==> src/rtl/mem_io_bridge_pkg.sv <==
// Shared decode constants and read-source select encoding for mem_io_bridge.
package mem_io_bridge_pkg;

   localparam logic [17:0] IO_BASE     = 18'h3_0000;
   localparam logic [15:0] IO_DATA_OFS = 16'h0000;
   localparam logic [15:0] IO_CLK_OFS  = 16'h0004;

   // SEL_ZERO covers unmapped I/O reads and RX reads with nothing pending.
   typedef enum logic [2:0] {
      SEL_RAM  = 3'd0,
      SEL_RX   = 3'd1,
      SEL_ZERO = 3'd2,
      SEL_CNT0 = 3'd4,
      SEL_CNT1 = 3'd5,
      SEL_CNT2 = 3'd6,
      SEL_CNT3 = 3'd7
   } rd_sel_t;

   function automatic logic is_io(input logic [17:0] a);
      return a[17:16] == IO_BASE[17:16];
   endfunction

   function automatic rd_sel_t cnt_sel(input logic [1:0] b);
      rd_sel_t s;
      case (b)
         2'd0:    s = SEL_CNT0;
         2'd1:    s = SEL_CNT1;
         2'd2:    s = SEL_CNT2;
         default: s = SEL_CNT3;
      endcase
      return s;
   endfunction

endpackage

==> src/rtl/mem_io_bridge_tx_fifo.sv <==
// io_tx_fifo: synchronous FIFO with occupancy count; pushes into a full FIFO are
// dropped unless a pop frees a slot in the same cycle.
module io_tx_fifo #(
   parameter int DEPTH_LOG = 3,
   parameter int WIDTH     = 8
) (
   input  logic                 clk,
   input  logic                 rst_n,
   input  logic                 push,
   input  logic [WIDTH-1:0]     push_data,
   input  logic                 pop,
   output logic [WIDTH-1:0]     head,
   output logic [DEPTH_LOG:0]   count,
   output logic                 full,
   output logic                 empty
);

   localparam int DEPTH = 1 << DEPTH_LOG;
   localparam logic [DEPTH_LOG:0] CNT_FULL = (DEPTH_LOG+1)'(DEPTH);
   localparam logic [DEPTH_LOG:0] CNT_ONE  = (DEPTH_LOG+1)'(1);

   logic [WIDTH-1:0]     mem [DEPTH];
   logic [DEPTH_LOG-1:0] wr_ptr;
   logic [DEPTH_LOG-1:0] rd_ptr;
   logic                 do_push;
   logic                 do_pop;

   assign empty   = (count == '0);
   assign full    = (count == CNT_FULL);
   assign do_pop  = pop & ~empty;
   assign do_push = push & (~full | do_pop);
   assign head    = mem[rd_ptr];

   always_ff @(posedge clk or negedge rst_n) begin
      if (!rst_n) begin
         wr_ptr <= '0;
         rd_ptr <= '0;
         count  <= '0;
      end else begin
         if (do_push) wr_ptr <= wr_ptr + DEPTH_LOG'(1);
         if (do_pop)  rd_ptr <= rd_ptr + DEPTH_LOG'(1);
         case ({do_push, do_pop})
            2'b10:   count <= count + CNT_ONE;
            2'b01:   count <= count - CNT_ONE;
            default: count <= count;
         endcase
      end
   end

   always_ff @(posedge clk) begin
      if (do_push) mem[wr_ptr] <= push_data;
   end

endmodule

==> src/rtl/mem_io_bridge.sv <==
// CPU memory-bus bridge: RAM/I-O decode, UART TX FIFO, cycle counter, stop flag.
// Optional RX read port enabled by defining IO_RX_PORT_EN.
module mem_io_bridge
   import mem_io_bridge_pkg::*;
#(
   parameter int TX_DEPTH_LOG = 3,
   parameter int FULL_MARGIN  = 2,
   parameter int RAM_ADDR_W   = 17
) (
   input  logic                  clk_in,
   input  logic                  rst_in,
   input  logic                  rdy_in,
   input  logic [31:0]           cpu_a,
   input  logic [7:0]            cpu_dout,
   input  logic                  cpu_wr,
   output logic [7:0]            cpu_din,
   output logic                  io_buffer_full,
   output logic [RAM_ADDR_W-1:0] ram_a,
   output logic                  ram_we,
   output logic [7:0]            ram_wdata,
   input  logic [7:0]            ram_rdata,
   output logic                  tx_valid,
   output logic [7:0]            tx_data,
   input  logic                  tx_ready,
   input  logic                  rx_valid,
   input  logic [7:0]            rx_data,
   output logic                  rx_pop,
   output logic                  prog_stop
);

   localparam int FULL_THR_I = (1 << TX_DEPTH_LOG) - FULL_MARGIN;
   localparam logic [TX_DEPTH_LOG:0] FULL_THR = FULL_THR_I[TX_DEPTH_LOG:0];

   logic                  io;
   logic [15:0]           ofs;
   logic                  acc_rd;
   logic                  acc_wr;
   logic                  hit_data;
   logic                  hit_clk;
   logic                  hit_clk_base;
   logic                  push_data;
   logic                  stop_wr;
   logic                  fifo_push;
   logic [7:0]            fifo_wdata;
   logic                  fifo_pop;
   logic [TX_DEPTH_LOG:0] fifo_count;
   logic                  fifo_full;
   logic                  fifo_empty;
   logic                  rx_take;
   logic [7:0]            rx_byte;
   rd_sel_t               rd_sel;
   rd_sel_t               sel_next;
   logic                  rd_active;
   logic [31:0]           cycle_cnt;
   logic [31:0]           cnt_snap;
   logic                  unused_hi;

   assign unused_hi    = ^cpu_a[31:18];

   assign io           = is_io(cpu_a[17:0]);
   assign ofs          = cpu_a[15:0];
   assign acc_rd       = rdy_in & ~cpu_wr;
   assign acc_wr       = rdy_in & cpu_wr;
   assign hit_data     = io & (ofs == IO_DATA_OFS);
   assign hit_clk_base = io & (ofs == IO_CLK_OFS);
   assign hit_clk      = io & (ofs[15:2] == IO_CLK_OFS[15:2]);

   assign ram_a        = cpu_a[RAM_ADDR_W-1:0];
   assign ram_we       = acc_wr & ~io;
   assign ram_wdata    = cpu_dout;

   // The stop write always emits one 0x00 so the host sees an end marker.
   assign push_data    = acc_wr & hit_data & (cpu_dout != 8'h00) & ~prog_stop;
   assign stop_wr      = acc_wr & hit_clk_base & ~prog_stop;
   assign fifo_push    = push_data | stop_wr;
   assign fifo_wdata   = stop_wr ? 8'h00 : cpu_dout;
   assign fifo_pop     = tx_valid & tx_ready;
   assign tx_valid     = ~fifo_empty;

   io_tx_fifo #(
      .DEPTH_LOG (TX_DEPTH_LOG),
      .WIDTH     (8)
   ) u_tx_fifo (
      .clk       (clk_in),
      .rst_n     (rst_in),
      .push      (fifo_push),
      .push_data (fifo_wdata),
      .pop       (fifo_pop),
      .head      (tx_data),
      .count     (fifo_count),
      .full      (fifo_full),
      .empty     (fifo_empty)
   );

`ifdef IO_RX_PORT_EN
   assign rx_take = acc_rd & hit_data & rx_valid;

   always_ff @(posedge clk_in or negedge rst_in) begin
      if (!rst_in) begin
         rx_byte <= 8'h00;
      end else if (rx_take) begin
         rx_byte <= rx_data;
      end
   end
`else
   logic unused_rx;
   assign rx_take   = 1'b0;
   assign rx_byte   = 8'h00;
   assign unused_rx = ^{rx_valid, rx_data};
`endif

   assign rx_pop = rx_take;

   always_comb begin
      sel_next = rd_sel;
      if (acc_rd) begin
         if (!io)           sel_next = SEL_RAM;
         else if (hit_data) sel_next = rx_take ? SEL_RX : SEL_ZERO;
         else if (hit_clk)  sel_next = cnt_sel(cpu_a[1:0]);
         else               sel_next = SEL_ZERO;
      end
   end

   always_ff @(posedge clk_in or negedge rst_in) begin
      if (!rst_in) begin
         rd_sel         <= SEL_RAM;
         rd_active      <= 1'b0;
         cycle_cnt      <= 32'h0;
         cnt_snap       <= 32'h0;
         prog_stop      <= 1'b0;
         io_buffer_full <= 1'b0;
      end else begin
         rd_sel         <= sel_next;
         rd_active      <= acc_rd;
         io_buffer_full <= (fifo_count >= FULL_THR);
         if (rdy_in)                 cycle_cnt <= cycle_cnt + 32'd1;
         if (acc_rd & hit_clk_base)  cnt_snap  <= cycle_cnt;
         if (stop_wr)                prog_stop <= 1'b1;
      end
   end

   // rd_active keeps cpu_din at 0 out of reset and after non-read cycles.
   always_comb begin
      cpu_din = 8'h00;
      if (rd_active) begin
         case (rd_sel)
            SEL_RAM:  cpu_din = ram_rdata;
            SEL_RX:   cpu_din = rx_byte;
            SEL_CNT0: cpu_din = cnt_snap[7:0];
            SEL_CNT1: cpu_din = cnt_snap[15:8];
            SEL_CNT2: cpu_din = cnt_snap[23:16];
            SEL_CNT3: cpu_din = cnt_snap[31:24];
            default:  cpu_din = 8'h00;
         endcase
      end
   end

   logic unused_full;
   assign unused_full = fifo_full;

endmodule
==> config.mk <==
export PLATFORM = sky130hd
export DESIGN_NAME = mem_io_bridge
export DESIGN_NICKNAME = d
export VERILOG_FILES = /design/src/rtl/mem_io_bridge_pkg.sv /design/src/rtl/mem_io_bridge_tx_fifo.sv /design/src/rtl/mem_io_bridge.sv
export SDC_FILE = /design/constraint.sdc
export NUM_CORES = 1
export LEC_CHECK = 0
export ABC_AREA = 1
export CORE_ASPECT_RATIO = 0.75
export CORE_UTILIZATION = 35
export CTS_BUF_LIST = sky130_fd_sc_hd__clkbuf_4 sky130_fd_sc_hd__clkbuf_8
export DETAILED_ROUTE_END_ITERATION = 16
export PLACE_DENSITY_LB_ADDON = 0.12
export SETUP_SLACK_MARGIN = 0.2
export SKIP_CTS_REPAIR_TIMING = 1
export SLEW_MARGIN = 20
export SYNTH_ARGS = -nofsm -noshare
export SYNTH_HDL_FRONTEND = slang
export SYNTH_SLANG_ARGS = --single-unit
==> constraint.sdc <==
create_clock -name clk_in -period 2.4 [get_ports clk_in]
set_clock_uncertainty 0.15 [all_clocks]
set_input_delay 0.48 -clock clk_in [delete_from_list [all_inputs] [get_ports clk_in]]
set_output_delay 0.48 -clock clk_in [all_outputs]
set_load 0.01 [all_outputs]
==> impl_metrics.toml, run 1 <==
[clocking]
cts_tree = "yes"
path_clk_slew_ps = 70
htreeDepth = 4
cts-root-buf = "clkbuf_8"
clk_latency_ps = 450
cts.sinks = 144
clockBufferDepth = 2
cts_made_buffers = 17

[cells_and_area]
layout-drive-gt1-share = 0.2647
syn2layout_area_growth_pct = 32.22
layout.cells.non_filler = 1122
antennaDiodeCount = 0
multiInputGateArea_sq_mm = 0.002678
seqCellArea_sq_mm = 0.003929
fin_area_sq_mm = 0.009233
nFillCells = 1815
nNetsFinal = 924

[grt]
overflow = 0
grt_max_degree = 55
grt_first_pass_wirelength_um = 27660
antenna_found_initial = 0
grt_usage = 0.1779
grt_pass1_vias = 5261

[sta]
period_needed_ps = 2464
hold_viol = 0
setup_total_negative_slack_ps = -197.6
rsz0062_at_grt = "yes"
period_share = 1.027
fmax_ghz = 0.4058
setup_viol = 7
maxSlewViolCount = 0
layout_setup_ws_ps = -64.50
holdWs_ps = 292.0

[power]
fin_total_pwr_mw = 7.022
p_leak_nw = 4.201
p_int_mw = 4.628
swShare = 0.3410
power_density_mw_per_mm2 = 760.6
power_frac_comb = 0.326
p_switching_mw = 2.394
peakVddDrop_v = 0.0003631
pwr-share-clk = 0.262
seqPwrFrac = 0.413

[detailed_routing]
postRouteWirelength_um = 17810
vias_per_cell = 4.839
vias = 5429
wl_per_cell_um = 15.87
drc = 0
ant_nets = 0
first_iter_violations = 396
drt_pass1_iterations = 5

[synthesis]
yosys.area.top_type = "dfrtp_1"
synth.top_cell.area_share = 0.2867
syn-cell-area_sq_mm = 0.006983
post-synth-top-count-cell = "nand2_1"
synthTopCellsByCount = "nand2_1 (88), nor2_1 (87), inv_1 (86), dfrtp_1 (80), edfxtp_1 (64)"
ys_ff_latch = 144
synthCells = 715
ys_warn_count = 0
synth_edf_count = 64
ys_seq_area_frac = 0.5619
synthFlopType = "dfrtp_1"
synth.avg_cell_area_sq_um = 9.766
yosysUniqueCellTypes = 39
synth_nets = 783
synth.area.top_cells = "dfrtp_1 (29%), edfxtp_1 (28%), nand2_1 (4.7%)"
async_flop_share = 0.5556

[worst_setup_path]
critPathCaptureType = "primary output"
worstPathRequired_ps = 1770
path_class = "reg -> out"
worstPathMaxFanout = 5
start_kind = "flip-flop"
cp_data_arrival_time_ps = 1830
reg2reg_depth = 11
r2r-end = "u_tx_fifo.mem[1][1]"
regToRegSetupSlack_ps = 330
worstReg2RegStart = "prog_stop"

[floorplan]
core_sq_mm = 0.01943
initial_core_util = 0.3593
rows = 44
dieArea_sq_mm = 0.02053
die_w_um = 165.1
ioPinCount = 108
die_h_um = 124.3

[placed_design]
port_buffers = 83
placed_cells = 1081
hpwl_um = 13050
place_congestion = 0.8037
place_area_sq_mm = 0.008454

[worst_hold_path]
hp-start = "cpu_a[17]"
min_path_cells = 4
holdPathEnd = "rd_sel[1]"
hold_class = "in -> reg"

[run_status]
status = "finished with violations"
violations = "setup timing"

[flow_run]
maxCapViolCount = 0
[power by group through the flow]
stage	logic, mW	clock network (mW)	registers (mW)
2_1_floorplan	1.14	0	2.88
3_3_place_gp	2.07	0	2.91
6_report	2.29	1.84	2.90
3_5_place_dp	2.10	0	2.91
5_1_grt	2.53	2.00	2.91
4_1_cts	2.11	1.89	2.86
[metal layers]
metal	track usage	share of wire	vias up
li1	-	-	2650
met1	0.2742	0.53	2661
met2	0.2518	0.43	109
met3	0.04129	0.043	9
met4	0.03562	0.0060	0
met5	0	0	-
[worst max-delay path: stages, from the launching register on]
cell        delay (ps)
dfrtp_2            420
clkinvlp_4         220
buf_6              200
nor2_1              80
o21ai_1             70
a31oi_1            230
buf_2              170
[state kept, by name, summed over array words and instances (netlist names)]
name,cells
prog_stop,1
rd_active,1
u_tx_fifo.count,4
cnt_snap,32
u_tx_fifo.rd_ptr,3
u_tx_fifo.wr_ptr,3
cycle_cnt,32
rd_sel,3
u_tx_fifo.mem,64
io_buffer_full,1
[cells by family after synthesis]
logic type,after synthesis,synth area share
buffers and inverters,141,0.09156
AOI/OAI and AO/OA,101,0.08099
muxes,10,0.01935
DFF,144,0.5619
xor gates and xnor gates,35,0.04390
and+or+nand+nor,277,0.1899
adders and majority gates,6,0.01183
other,1,0.0005370
[layout by cell type (no fill, tap or decap), types with 7 or more instances in the layout]
cell type	synthesis	final
a31oi_1	22	17
buf_2	3	14
buf_4	26	69
buf_6	1	14
clkbuf_8	0	18
clkdlybuf4s50_1	0	37
dfrtp_1	80	76
dlymetal6s2s_1	0	29
edfxtp_1	64	64
inv_1	86	83
nand2_1	88	85
nand2_2	8	10
nand3_1	31	29
nand4_1	19	19
nor2_1	87	75
nor2_2	7	14
nor2_4	6	11
nor3_1	18	14
o21ai_0	47	35
o21ai_1	14	21
o22ai_1	14	7
xor2_1	34	34
[final cells by class]
type | instances | share of cell area
Sequential cell | 144 | 0.4255
Multi-Input combinational cell | 430 | 0.2900
Timing Repair Buffer | 169 | 0.1705
Inverter | 93 | 0.03862
Tap cell | 253 | 0.03429
Clock buffer | 21 | 0.02927
Clock inverter | 11 | 0.01125
Timing Repair inverter | 1 | 0.0005421
[worst max-delay path by stage]
stage | from | end | slack (ps) | cells past startpoint
2_1_floorplan | cpu_a[7] | u_tx_fifo.mem[1][0] | -10 | 9
3_3_place_gp | rdy_in | u_tx_fifo.count[3] | -360 | 15
3_5_place_dp | cpu_a[13] | u_tx_fifo.mem[0][3] | -410 | 12
4_1_cts | rd_sel[1] | cpu_din[3] | -590 | 6
5_1_grt | u_tx_fifo.rd_ptr[1] | tx_data[6] | -150 | 7
6_report | u_tx_fifo.rd_ptr[1] | tx_data[2] | -60 | 6
[metrics by stage]
| step | utilization | worst slack (ps) |
|---|---|---|
| floorplan | - | -14.32 |
| global placement | 0.4350 | -362.0 |
| detailed placement | 0.4350 | -405.6 |
| CTS | 0.4543 | -587.0 |
| global route | 0.4751 | -151.5 |
| finish | 0.4751 | -64.50 |
Power figures use the tool's default switching activity.
==> run 2: changes to the inputs <==
CTS_CLUSTER_DIAMETER = 150   (was default)
PLACE_DENSITY = 0.65   (was default)
PLACE_DENSITY_LB_ADDON = default   (was 0.12)
SLEW_MARGIN = 15   (was 20)
==> run 2 against run 1 <==
  * Sequential power about the same
  * Design area rose by 0.31%
  * Largest cell class unchanged
  * Register-to-register slack lost 30 ps
  * Utilization is 0.15 points higher
  * Clock power fell by 3%
  * The run still ends with setup timing left
  * Critical path depth rose by 1
  * Via count grew 0.28%
  * First-iteration DRC count fell by 18%
  * Final cell count is 0.71% higher
==> impl_metrics.toml, run 2 (same netlist as run 1, synthesis figures left out) <==
[run_status]
status = "finished with violations"
violations = "setup timing"

[cells_and_area]
seqCellArea_sq_mm = 0.003930
top_regs = "u_tx_fifo.mem (64), cnt_snap (32), cycle_cnt (32)"
final_cell_mix = "nand2_1 (83), inv_1 (81), buf_4 (77)"
layout.cells.non_filler = 1130
final_common_cell = "nand2_1"
multiInputGateArea_sq_mm = 0.002651
layout-drive-gt1-share = 0.2737
antennaDiodeCount = 0
largest_reg_flops = 64
nNetsFinal = 932
syn2layout_area_growth_pct = 32.63
regMostFlops = "u_tx_fifo.mem"
nFillCells = 1775

[sta]
layout_setup_ws_ps = -79.75
rsz0062_at_grt = "yes"
hold_viol = 0
period_share = 1.033
period_needed_ps = 2480
holdWs_ps = 280.3
setup_viol = 10
fmax_ghz = 0.4033
maxSlewViolCount = 0

[worst_hold_path]
holdPathEnd = "rd_sel[0]"
hp-start = "cpu_a[0]"
hold_class = "in -> reg"
min_path_cells = 4

[detailed_routing]
wl_per_cell_um = 15.00
drt_pass1_iterations = 5
vias = 5444
drc = 0
ant_nets = 0
first_iter_violations = 326
postRouteWirelength_um = 16950
vias_per_cell = 4.818

[grt]
busiest_layer = "met1"
grt_max_degree = 63
use_met3 = 0.03363
grt_use_met1 = 0.2568
grt_first_pass_wirelength_um = 26610
grt_usage = 0.1683
use_met2 = 0.2353
antenna_found_initial = 0
grt_pass1_vias = 5173
overflow = 0

[floorplan]
die_h_um = 124.3
initial_core_util = 0.3593
core_sq_mm = 0.01943
ioPinCount = 108
die_w_um = 165.1
rows = 44
dieArea_sq_mm = 0.02053

[worst_setup_path]
worstPathMaxFanout = 5
path_class = "reg -> out"
path_cells = "clkinvlp_4 -> buf_12 -> buf_8 -> nor2_4 -> o21ai_2 -> a31oi_1 -> buf_2"
crit_slowest_cell = "dfrtp_2"
critPathCaptureType = "primary output"
start_kind = "flip-flop"
reg2reg_depth = 11
critical_path.top_delay_family = "buffers and inverters"
cp_data_arrival_time_ps = 1850
worstReg2RegStart = "prog_stop"
worstPathRequired_ps = 1770
startpoint = "u_tx_fifo.rd_ptr[1]"
r2r-end = "u_tx_fifo.mem[0][4]"
regToRegSetupSlack_ps = 300
critical-path-max-stage-delay_ps = 460
crit_buf_inv = 4

[clocking]
htreeDepth = 4
cts_made_buffers = 17
clockBufferDepth = 2
clk_latency_ps = 440
cts.sinks = 144
cts_tree = "yes"
cts-root-buf = "clkbuf_8"
path_clk_slew_ps = 100

[placed_design]
post-place-ws_ps = -472.9
hpwl_um = 12150
port_buffers = 83
placed_cells = 1078
place_congestion = 0.8880

[power]
p_leak_nw = 4.223
peakVddDrop_v = 0.0004025
power_density_mw_per_mm2 = 742.3

[flow_run]
maxCapViolCount = 0
==> run 2: changes by cell type in the layout (fill, tap and decap cells not counted), moves of 3 or more <==
cell        before  now
a31oi_4          3    0
clkbuf_4         3    0
a31oi_2          2    5
clkinvlp_4       2    6
o21ai_0         35   39
buf_6           14   11
buf_12           2    5
buf_4           69   77
==> run 2: through the flow <==
| step | area, sq um | util | power [mW] | setup TNS [ps] |
|---|---|---|---|---|
| finish | 9261 | 0.4766 | 6.875 | -436.8 |
| CTS | 8821 | 0.4539 | 6.754 | -8868 |
| global route | 9261 | 0.4766 | 7.289 | -1673 |
| detailed placement | 8457 | 0.4352 | 4.974 | -31630 |
| floorplan | 6988 | - | 4.019 | -739.0 |
| global placement | 8457 | 0.4352 | 4.957 | -28750 |
==> run 2: worst max-delay path by stage <==
stage                                     end  slack [ps]  depth (start not counted)
after floorplan           u_tx_fifo.mem[1][0]         -10                          9
final                              tx_data[0]         -80                          7
after detailed placement  u_tx_fifo.mem[6][2]        -470                         13
after CTS                          tx_data[7]        -620                          6
after global placement    u_tx_fifo.mem[3][0]        -430                         13
after global routing               tx_data[3]        -170                          7
==> run 2: report_power, final <==
group | total, mW | internal [mW] | switching, mW
registers | 2.87 | 2.71 | 0.155
clock network | 1.78 | 0.746 | 1.03
logic | 2.23 | 0.988 | 1.24
==> run 2: layout make-up <==
| cell class | count | area share |
|---|---|---|
| Timing Repair Buffer | 177 | 0.1766 |
| Clock buffer | 17 | 0.02526 |
| Sequential cell | 144 | 0.4243 |
| Multi-Input combinational cell | 430 | 0.2863 |
| Clock inverter | 15 | 0.01405 |
| Inverter | 93 | 0.03850 |
| Timing Repair inverter | 1 | 0.0008106 |
| Tap cell | 253 | 0.03418 |
==> run 2: worst register-to-register path, stage by stage (launching register included) <==
cell and delay, ps:
dfrtp_1 450, nor2_4 120, inv_1 70, nor2_4 100, nand3_4 80, buf_4 150
nand2_1 80, nand2_2 70, clkinv_2 70, nand2_2 80, nor3_1 170, buf_4 220
==> run 2: layer usage <==
| metal | wire, um | share of wire | up-vias |
|---|---|---|---|
| li1 | - | - | 2656 |
| met1 | 8471 | 0.50 | 2638 |
| met2 | 7326 | 0.43 | 134 |
| met3 | 890 | 0.053 | 16 |
| met4 | 257 | 0.015 | 0 |
| met5 | 0 | 0 | - |
